**config.mk**
```make
export PLATFORM = sky130hd
export DESIGN_NAME = mem_op_sequencer
export DESIGN_NICKNAME = d
export VERILOG_FILES = /design/src/rtl/mem_op_sequencer.sv
export SDC_FILE = /design/constraint.sdc
export NUM_CORES = 1
export LEC_CHECK = 0
export ABC_CLOCK_PERIOD_IN_PS = 2400
export CORE_AREA = 8 8 60 62
export CTS_CLUSTER_DIAMETER = 120
export DETAILED_ROUTE_END_ITERATION = 7
export DIE_AREA = 0 0 68 70
export PLACE_DENSITY = 0.84
export SYNTH_ARGS = -nofsm -noshare
export SYNTH_HDL_FRONTEND = slang
export SYNTH_SLANG_ARGS = --single-unit
export TNS_END_PERCENT = 10
```
**constraint.sdc**
```tcl
create_clock -name i_clk -period 2.4 [get_ports i_clk]
set_clock_uncertainty 0.05 [all_clocks]
set_input_delay 0.24 -clock i_clk [delete_from_list [all_inputs] [get_ports i_clk]]
set_output_delay 0.24 -clock i_clk [all_outputs]
set_load 0.1 [all_outputs]
```
**src/rtl/mem_op_sequencer.sv**
```systemverilog
// mem_op_sequencer
// Hardwired control sequencer for the ld / ldi / st memory-class instructions.
// Walks the fetch (T0..T2) and execute (T3..T7) control steps and drives the
// datapath control inputs directly. Memory steps wait on a ready handshake
// that is bounded by MEM_TIMEOUT. Bad opcodes and timeouts park the sequencer
// in a sticky error state, which only reset can clear.
//
// Ports
//   i_clk, i_reset      rising-edge clock; asynchronous active-high reset
//   i_run               start / continue execution
//   i_ir_op[4:0]        opcode field IR[31:27] from the datapath
//   i_mem_ready         memory finished the current read/write this cycle
//   o_inc_pc .. o_zlow_out   datapath control steps
//   o_read_mem, o_write_mem  memory strobes
//   o_step[3:0]         current state code (Idle=0, T0..T7=1..8, Done=9, Err=10)
//   o_done              one-cycle pulse when an instruction completes
//   o_error             sticky error flag
//   o_err_code[1:0]     00 none, 01 illegal opcode, 10 read timeout, 11 write timeout
//
// state | meaning
// IDLE  | waiting for run
// T0    | PC -> MAR, PC increment
// T1    | instruction read, waits on mem_ready
// T2    | MDR -> IR
// T3    | opcode decode, base address -> Y
// T4    | effective address add
// T5    | ldi writeback, or address -> MAR
// T6    | ld read (waits on mem_ready), or st data -> MDR
// T7    | ld writeback, or st write (waits on mem_ready)
// DONE  | completion pulse
// ERR   | parked until reset
module mem_op_sequencer #(
  parameter int         MEM_TIMEOUT = 15,
  parameter bit         CONTINUOUS  = 1'b1,
  parameter logic [4:0] OP_LD       = 5'b00000,
  parameter logic [4:0] OP_LDI      = 5'b00001,
  parameter logic [4:0] OP_ST       = 5'b00010
) (
  input  logic       i_clk,
  input  logic       i_reset,
  input  logic       i_run,
  input  logic [4:0] i_ir_op,
  input  logic       i_mem_ready,
  output logic       o_inc_pc,
  output logic       o_pc_in,
  output logic       o_mar_in,
  output logic       o_read,
  output logic       o_mdr_in,
  output logic       o_mdr_out,
  output logic       o_ir_in,
  output logic       o_grb,
  output logic       o_gra,
  output logic       o_ba_out,
  output logic       o_r_in,
  output logic       o_r_out,
  output logic       o_y_in,
  output logic       o_c_out,
  output logic       o_add,
  output logic       o_z_in,
  output logic       o_zlow_out,
  output logic       o_read_mem,
  output logic       o_write_mem,
  output logic [3:0] o_step,
  output logic       o_done,
  output logic       o_error,
  output logic [1:0] o_err_code
);

  typedef enum logic [3:0] {
    S_IDLE = 4'd0,
    S_T0   = 4'd1,
    S_T1   = 4'd2,
    S_T2   = 4'd3,
    S_T3   = 4'd4,
    S_T4   = 4'd5,
    S_T5   = 4'd6,
    S_T6   = 4'd7,
    S_T7   = 4'd8,
    S_DONE = 4'd9,
    S_ERR  = 4'd10
  } state_t;

  typedef enum logic [1:0] {
    K_LD  = 2'd0,
    K_LDI = 2'd1,
    K_ST  = 2'd2
  } kind_t;

  // Last counter value before a timeout: a wait step lasts at most
  // MEM_TIMEOUT cycles with mem_ready low.
  localparam logic [7:0] TMO_LAST = 8'(MEM_TIMEOUT - 1);

  state_t     r_state;
  state_t     w_next;
  logic [7:0] r_cnt;
  logic [7:0] w_cnt_next;
  kind_t      r_kind;
  kind_t      w_kind;
  logic       w_legal;
  logic [1:0] r_err_code;
  logic [1:0] w_err_code_next;

  always_comb begin
    w_legal = 1'b1;
    w_kind  = K_LD;
    if (i_ir_op == OP_LD) begin
      w_kind = K_LD;
    end else if (i_ir_op == OP_LDI) begin
      w_kind = K_LDI;
    end else if (i_ir_op == OP_ST) begin
      w_kind = K_ST;
    end else begin
      w_legal = 1'b0;
    end
  end

  always_ff @(posedge i_clk or posedge i_reset) begin
    if (i_reset) begin
      r_state    <= S_IDLE;
      r_cnt      <= '0;
      r_kind     <= K_LD;
      r_err_code <= 2'b00;
    end else begin
      r_state    <= w_next;
      r_cnt      <= w_cnt_next;
      r_err_code <= w_err_code_next;
      // Decode is captured once so later IR changes cannot alter the flow.
      if (r_state == S_T3) begin
        r_kind <= w_kind;
      end
    end
  end

  // Wait steps: ready wins over timeout when both land on the same cycle.
  always_comb begin
    w_next          = r_state;
    w_cnt_next      = '0;
    w_err_code_next = r_err_code;
    case (r_state)
      S_IDLE: if (i_run) w_next = S_T0;
      S_T0:   w_next = S_T1;
      S_T1: begin
        if (i_mem_ready) begin
          w_next = S_T2;
        end else if (r_cnt == TMO_LAST) begin
          w_next          = S_ERR;
          w_err_code_next = 2'b10;
        end else begin
          w_cnt_next = r_cnt + 8'd1;
        end
      end
      S_T2:   w_next = S_T3;
      S_T3: begin
        if (w_legal) begin
          w_next = S_T4;
        end else begin
          w_next          = S_ERR;
          w_err_code_next = 2'b01;
        end
      end
      S_T4:   w_next = S_T5;
      S_T5:   w_next = (r_kind == K_LDI) ? S_DONE : S_T6;
      S_T6: begin
        if (r_kind != K_LD || i_mem_ready) begin
          w_next = S_T7;
        end else if (r_cnt == TMO_LAST) begin
          w_next          = S_ERR;
          w_err_code_next = 2'b10;
        end else begin
          w_cnt_next = r_cnt + 8'd1;
        end
      end
      S_T7: begin
        if (r_kind != K_ST || i_mem_ready) begin
          w_next = S_DONE;
        end else if (r_cnt == TMO_LAST) begin
          w_next          = S_ERR;
          w_err_code_next = 2'b11;
        end else begin
          w_cnt_next = r_cnt + 8'd1;
        end
      end
      S_DONE: w_next = (CONTINUOUS && i_run) ? S_T0 : S_IDLE;
      S_ERR:  w_next = S_ERR;
      default: w_next = S_IDLE;
    endcase
  end

  always_comb begin
    o_inc_pc    = 1'b0;
    o_pc_in     = 1'b0;
    o_mar_in    = 1'b0;
    o_read      = 1'b0;
    o_mdr_in    = 1'b0;
    o_mdr_out   = 1'b0;
    o_ir_in     = 1'b0;
    o_grb       = 1'b0;
    o_gra       = 1'b0;
    o_ba_out    = 1'b0;
    o_r_in      = 1'b0;
    o_r_out     = 1'b0;
    o_y_in      = 1'b0;
    o_c_out     = 1'b0;
    o_add       = 1'b0;
    o_z_in      = 1'b0;
    o_zlow_out  = 1'b0;
    o_read_mem  = 1'b0;
    o_write_mem = 1'b0;
    o_done      = 1'b0;
    o_error     = 1'b0;
    case (r_state)
      S_T0: begin
        o_inc_pc = 1'b1;
        o_mar_in = 1'b1;
        o_pc_in  = 1'b1;
      end
      S_T1: begin
        o_read     = 1'b1;
        o_mdr_in   = 1'b1;
        o_read_mem = 1'b1;
      end
      S_T2: begin
        o_mdr_out = 1'b1;
        o_ir_in   = 1'b1;
      end
      S_T3: begin
        o_grb    = 1'b1;
        o_ba_out = 1'b1;
        o_y_in   = 1'b1;
      end
      S_T4: begin
        o_c_out = 1'b1;
        o_add   = 1'b1;
        o_z_in  = 1'b1;
      end
      S_T5: begin
        o_zlow_out = 1'b1;
        if (r_kind == K_LDI) begin
          o_gra  = 1'b1;
          o_r_in = 1'b1;
        end else begin
          o_mar_in = 1'b1;
        end
      end
      S_T6: begin
        o_mdr_in = 1'b1;
        if (r_kind == K_LD) begin
          o_read     = 1'b1;
          o_read_mem = 1'b1;
        end else begin
          o_gra   = 1'b1;
          o_r_out = 1'b1;
        end
      end
      S_T7: begin
        if (r_kind == K_LD) begin
          o_mdr_out = 1'b1;
          o_gra     = 1'b1;
          o_r_in    = 1'b1;
        end else begin
          o_write_mem = 1'b1;
        end
      end
      S_DONE: o_done  = 1'b1;
      S_ERR:  o_error = 1'b1;
      default: ;
    endcase
  end

  assign o_step     = r_state;
  assign o_err_code = r_err_code;

endmodule

```
==> impl_metrics.csv, run 1 <==
group,metric,value,unit
status,outcome,"completed",
final_layout,syn2layout_area_growth,57.43,%
floorplanning,initial_core_util,43.94,%
global_routing,grt_pass1_wl,5485,µm
clocking,cts.clk_slew.worst_paths,0.09,ns
logic_synthesis,synthFlopType,"dfrtp_1",
route,drtIter0Drc,51,
floorplanning,core,0.002663,mm²
route,wire_per_inst,14.98,µm
logic_synthesis,syn-cell-area,0.001170,mm²
sta,hold_ws,0.2387,ns
floorplanning,die_area,0.004760,mm²
min_path,worstHoldPathType,"in2async",
route,drt_wl_total,3161,µm
global_routing,grt_max_degree,20,
sta,rsz0062_at_grt,"yes",
sta,tightest_slew,0.5647,ns
final_layout,antennaDiodeCount,0,
placed_design,io_buffers,35,
global_routing,grtUsageTotal,14.25,%
final_layout,fill_cells,219,
sta,period_share,96.28,%
global_routing,antenna_found_initial,0,
clocking,clock-sinks,16,
route,vias,1207,
sta,finalMaxSlewViolations,0,
setup_path,r2r_end,"o_step[0]$_DFFE_PP0P_",
setup_path,r2r_start,"o_step[2]$_DFFE_PP0P_",
final_layout,utilization,69.17,%
global_routing,grt_pass1_vias,1199,
setup_path,r2r_slack,0.35,ns
clocking,cts_inserted_buffers,3,
sta,layout_setup_ws,0.08937,ns
sta,fmaxAchievable,0.4328,GHz
final_layout,nets,192,
clocking,root_buffer,"clkbuf_4",
final_layout,drive_above_1_share,33.89,%
floorplanning,die-height,70,µm
logic_synthesis,ys_warn_count,0,
clocking,clock_latency,0.29,ns
logic_synthesis,syn_nets,164,
logic_synthesis,ys_async_sr_fraction,100.0,%
clocking,h-tree-depth,1,
setup_path,cp.required,2.11,ns
setup_path,cp-end-kind,"primary output",
run,maxCapViolCount,0,
sta,hold_violations,0,
setup_path,path_max_fanout,19,
route,dr.pass1.iters,4,
logic_synthesis,ys_top_cells_by_area,"dfrtp_1 34%, nor2_1 8.0%, nand2_1 4.5%",
logic_synthesis,synth_top_area_share,34.22,%
placed_design,place.gp.congestion,0.9231,
global_routing,grt_overflow,0,
placed_design,dp_slack,0.2619,ns
floorplanning,io_pins,36,
clocking,cts_buffer_depth,2,
clocking,cts_tree,"built",
clocking,hold_buffers,0,
setup_path,path_class,"reg2out",
sta,setup_viol,0,
sta,fin_crit,2.311,ns
route,viasPerCell,5.720,
logic_synthesis,ys_types,40,
final_layout,final_cell_mix,"18 x nor2_1, 18 x buf_12, 13 x nand2_1",
setup_path,cp_data_arrival_time,2.02,ns
placed_design,dp_hpwl,2534,µm
logic_synthesis,synth-seq-cells,16,
sta,relSlewSlack,62.31,%
logic_synthesis,syn_inst,153,
route,drc_errors,0,
setup_path,cp-startpoint,"o_step[0]$_DFFE_PP0P_",
setup_path,r2r_cells,6,
route,drtAntennaViolNets,0,
setup_path,cp-start-kind,"register",
floorplanning,die_x,68,µm
floorplanning,rows,19,
logic_synthesis,synth.largest_area_cell,"dfrtp_1",
logic_synthesis,yosysSeqAreaShare,34.22,%
logic_synthesis,syn_avg_cell_area,7.646,µm²
logic_synthesis,synth_edf_count,0,
logic make-up after synthesis:
logic type | after synthesis | share of synthesized area, %
AND/OR/NAND/NOR | 70 | 29.41
AO/OA/AOI/OAI | 36 | 19.57
buffers and inverters | 23 | 10.16
flip-flops | 16 | 34.22
XOR/XNOR | 6 | 4.492
adder cells (fa/ha/maj) | 2 | 2.139
timing repair:
action,4_1_cts,5_1_grt
buffers inserted,0,0
endpoints found under the setup margin,2,5
resized for setup,1,3
pin swaps,0,0
endpoints found under the hold margin,0,0
area by class of cell:
cell class                      count  area [µm²]  share of cell area (%)
Sequential cell                    16       415.4                   22.55
Clock buffer                        4       36.28                   1.970
Multi-Input combinational cell    114       783.3                   42.53
Inverter                            8       37.54                   2.038
Tap cell                           31       38.79                   2.106
Timing Repair Buffer               38       530.5                   28.80
Yosys cell counts (2+ instances only):
library cell / n
and3_1: 2
nand3_1: 5
o21ai_0: 7
or3_1: 3
a21oi_1: 10
nand4_1: 2
buf_2: 2
inv_1: 8
ha_1: 2
xnor2_1: 2
xor2_1: 4
o22ai_1: 5
a41oi_1: 2
nor3_1: 4
dfrtp_1: 16
nand2_1: 14
nor2b_1: 2
nor2_1: 25
nand2b_1: 6
o22a_1: 2
buf_4: 6
clkbuf_1: 6
worst max-delay path: stages (launching register included):
cell and delay, ns:
dfrtp_4 0.59, or4b_4 0.58, nor2_2 0.16, a21oi_4 0.06, o22ai_4 0.13, buf_12 0.20
worst max-delay path by stage:
stage | slack, ns | to
6_report | 0.09 | o_gra
5_1_grt | -0.002 | o_y_in
4_1_cts | 0.03 | o_gra
3_5_place_dp | 0.26 | o_gra
3_3_place_gp | 0.31 | o_gra
2_1_floorplan | -0.26 | o_mar_in
sequential cells by signal, indices dropped and copies added (netlist names):
| name | count |
|---|---|
| o_err_code | 2 |
| o_step | 4 |
| r_cnt | 8 |
| r_kind | 2 |
per-layer routing:
layer	part of all wire [%]	GRT usage [%]	routed length (µm)	vias up
li1	-	-	-	584
met4	2.2	6.150	69	0
met2	49	22.13	1539	49
met1	40	17.77	1274	567
met3	8.8	3.668	278	7
met5	0	0	0	-
metrics by stage:
step	setup TNS (ns)	cell area, µm²	std cells
2_1_floorplan	-1.900	1351	153
3_5_place_dp	0	1787	207
5_1_grt	-0.001532	1842	211
4_1_cts	0	1827	211
6_report	0	1842	211
3_3_place_gp	0	1787	207
Power of run 1 is left out: the tool's default activity adds up to more than one toggle a clock period on the data nets, which glitch-free logic cannot reach.
==> inputs of run 2 (changes only) <==
REMOVE_ABC_BUFFERS = 1   (was unset)
SLEW_MARGIN = 20   (was unset)
==> run 2 against run 1 <==
  * Sequential share of layout area rose by 0.37 points
  * Worst hold slack improved by 0.037 ns
  * Cell count grew 1.4%
  * Global-route usage up 0.90 points
  * Sequential cell count stayed put
  * Critical path type unchanged
  * Die area unchanged
  * First-iteration DRC count increased by 14%
  * Routed wire length grew 9.9%
  * Register-to-register slack gained 0.11 ns
  * Critical path depth unchanged
==> impl_metrics.csv, run 2 (synthesis results as in run 1) <==
group,metric,value,unit
status,outcome,"completed",
global_routing,grt_pass1_vias,1306,
final_layout,top_register,"r_cnt",
clocking,clock_latency,0.28,ns
floorplanning,rows,19,
final_layout,nets,195,
floorplanning,die-height,70,µm
final_layout,drive_above_1_share,22.95,%
sta,relSlewSlack,57.77,%
floorplanning,core,0.002663,mm²
global_routing,grt_max_degree,20,
setup_path,path_class,"reg2out",
setup_path,cp_data_arrival_time,1.99,ns
route,vias,1230,
clocking,post_cts_buffers,0,
setup_path,cp-start-kind,"register",
setup_path,cp-startpoint,"o_step[3]$_DFFE_PP0P_",
final_layout,utilization,65.79,%
placed_design,io_buffers,35,
clocking,clock-sinks,16,
floorplanning,initial_core_util,43.94,%
route,dr.pass1.iters,4,
sta,period_share,95.03,%
final_layout,largest_register_ffs,8,
sta,tightest_slew,0.6327,ns
clocking,cts_inserted_buffers,3,
final_layout,layout_commonest_cell,"nor2_1",
route,drc_errors,0,
clocking,root_buffer,"clkbuf_4",
clocking,hold_buffers,0,
clocking,h-tree-depth,1,
setup_path,r2r_cells,6,
floorplanning,io_pins,36,
global_routing,grt_overflow,0,
setup_path,cp-end-kind,"primary output",
placed_design,dp_hpwl,2694,µm
placed_design,place.gp.congestion,0.8785,
global_routing,antenna_found_initial,0,
final_layout,final_cell_mix,"25 x nor2_1, 21 x buf_12, 15 x dfrtp_1",
sta,fin_crit,2.281,ns
route,drtAntennaViolNets,0,
final_layout,syn2layout_area_growth,49.73,%
route,drtIter0Drc,58,
route,drt_wl_total,3473,µm
floorplanning,die_x,68,µm
setup_path,r2r_start,"o_step[1]$_DFFE_PP0P_",
sta,fmaxAchievable,0.4385,GHz
floorplanning,die_area,0.004760,mm²
sta,finalMaxSlewViolations,0,
clocking,cts_buffer_depth,2,
run,maxCapViolCount,0,
route,wire_per_inst,16.23,µm
global_routing,grt_pass1_wl,6009,µm
clocking,cts_tree,"built",
sta,rsz0062_at_grt,"no",
setup_path,path_max_fanout,14,
setup_path,cp.required,2.11,ns
global_routing,grtUsageTotal,15.14,%
setup_path,r2r_end,"o_step[0]$_DFFE_PP0P_",
final_layout,antennaDiodeCount,0,
route,viasPerCell,5.748,
sta,setup_viol,0,
sta,hold_violations,0,
min_path,worstHoldPathType,"in2async",
clocking,cts.clk_slew.worst_paths,0.10,ns
setup_path,r2r_slack,0.46,ns
final_layout,fill_cells,221,
run 2: critical path, stage by stage, from the launching register on:
cell and delay, ns:
dfrtp_2 0.50, or4b_4 0.55, nor2_1 0.11, a21oi_1 0.06
o22ai_1 0.26, buf_12 0.22
run 2: worst max path at each step:
stage,endpoint,slack [ns],cells after the start
detailed placement,o_gra,0.28,5
floorplan,o_mar_in,-4.44,3
global route,o_gra,0.002,5
global placement,o_gra,0.36,5
CTS,o_gra,0.03,5
finish,o_gra,0.12,5
run 2: what timing repair did:
item,CTS,global route
gates resized for setup,1,1
setup endpoints to repair,1,2
pin swaps,0,0
run 2: final cells by class:
cell class	instances	area, µm²	share of cell area, %
multi-input combinational	114	654.4	37.36
inverter	8	30.03	1.714
sequential	16	401.6	22.93
timing repair buffer	41	590.6	33.71
clock buffer	4	36.28	2.071
tap	31	38.79	2.214
run 2: routing by layer:
metal  track usage (%)  share of wire [%]
met4             5.011                1.6
met2             24.95                 49
met3             4.785                7.8
met5                 0                  0
met1             17.70                 41
run 2: metrics by stage:
| step | setup slack (ns) | TNS, ns | std cells | instance area (µm²) | hold WS [ns] |
|---|---|---|---|---|---|
| final | 0.1194 | 0 | 214 | 1752 | 0.2759 |
| after global routing | 0.002198 | 0 | 214 | 1752 | 0.3473 |
| after CTS | 0.03211 | 0 | 214 | 1748 | 0.2782 |
| after detailed placement | 0.2811 | 0 | 210 | 1710 | 0.4608 |
| after global placement | 0.3612 | 0 | 210 | 1710 | 0.4496 |
| after floorplan | -4.444 | -68.60 | 138 | 1081 | 0.1037 |
Power of run 2 is left out for the same reason.
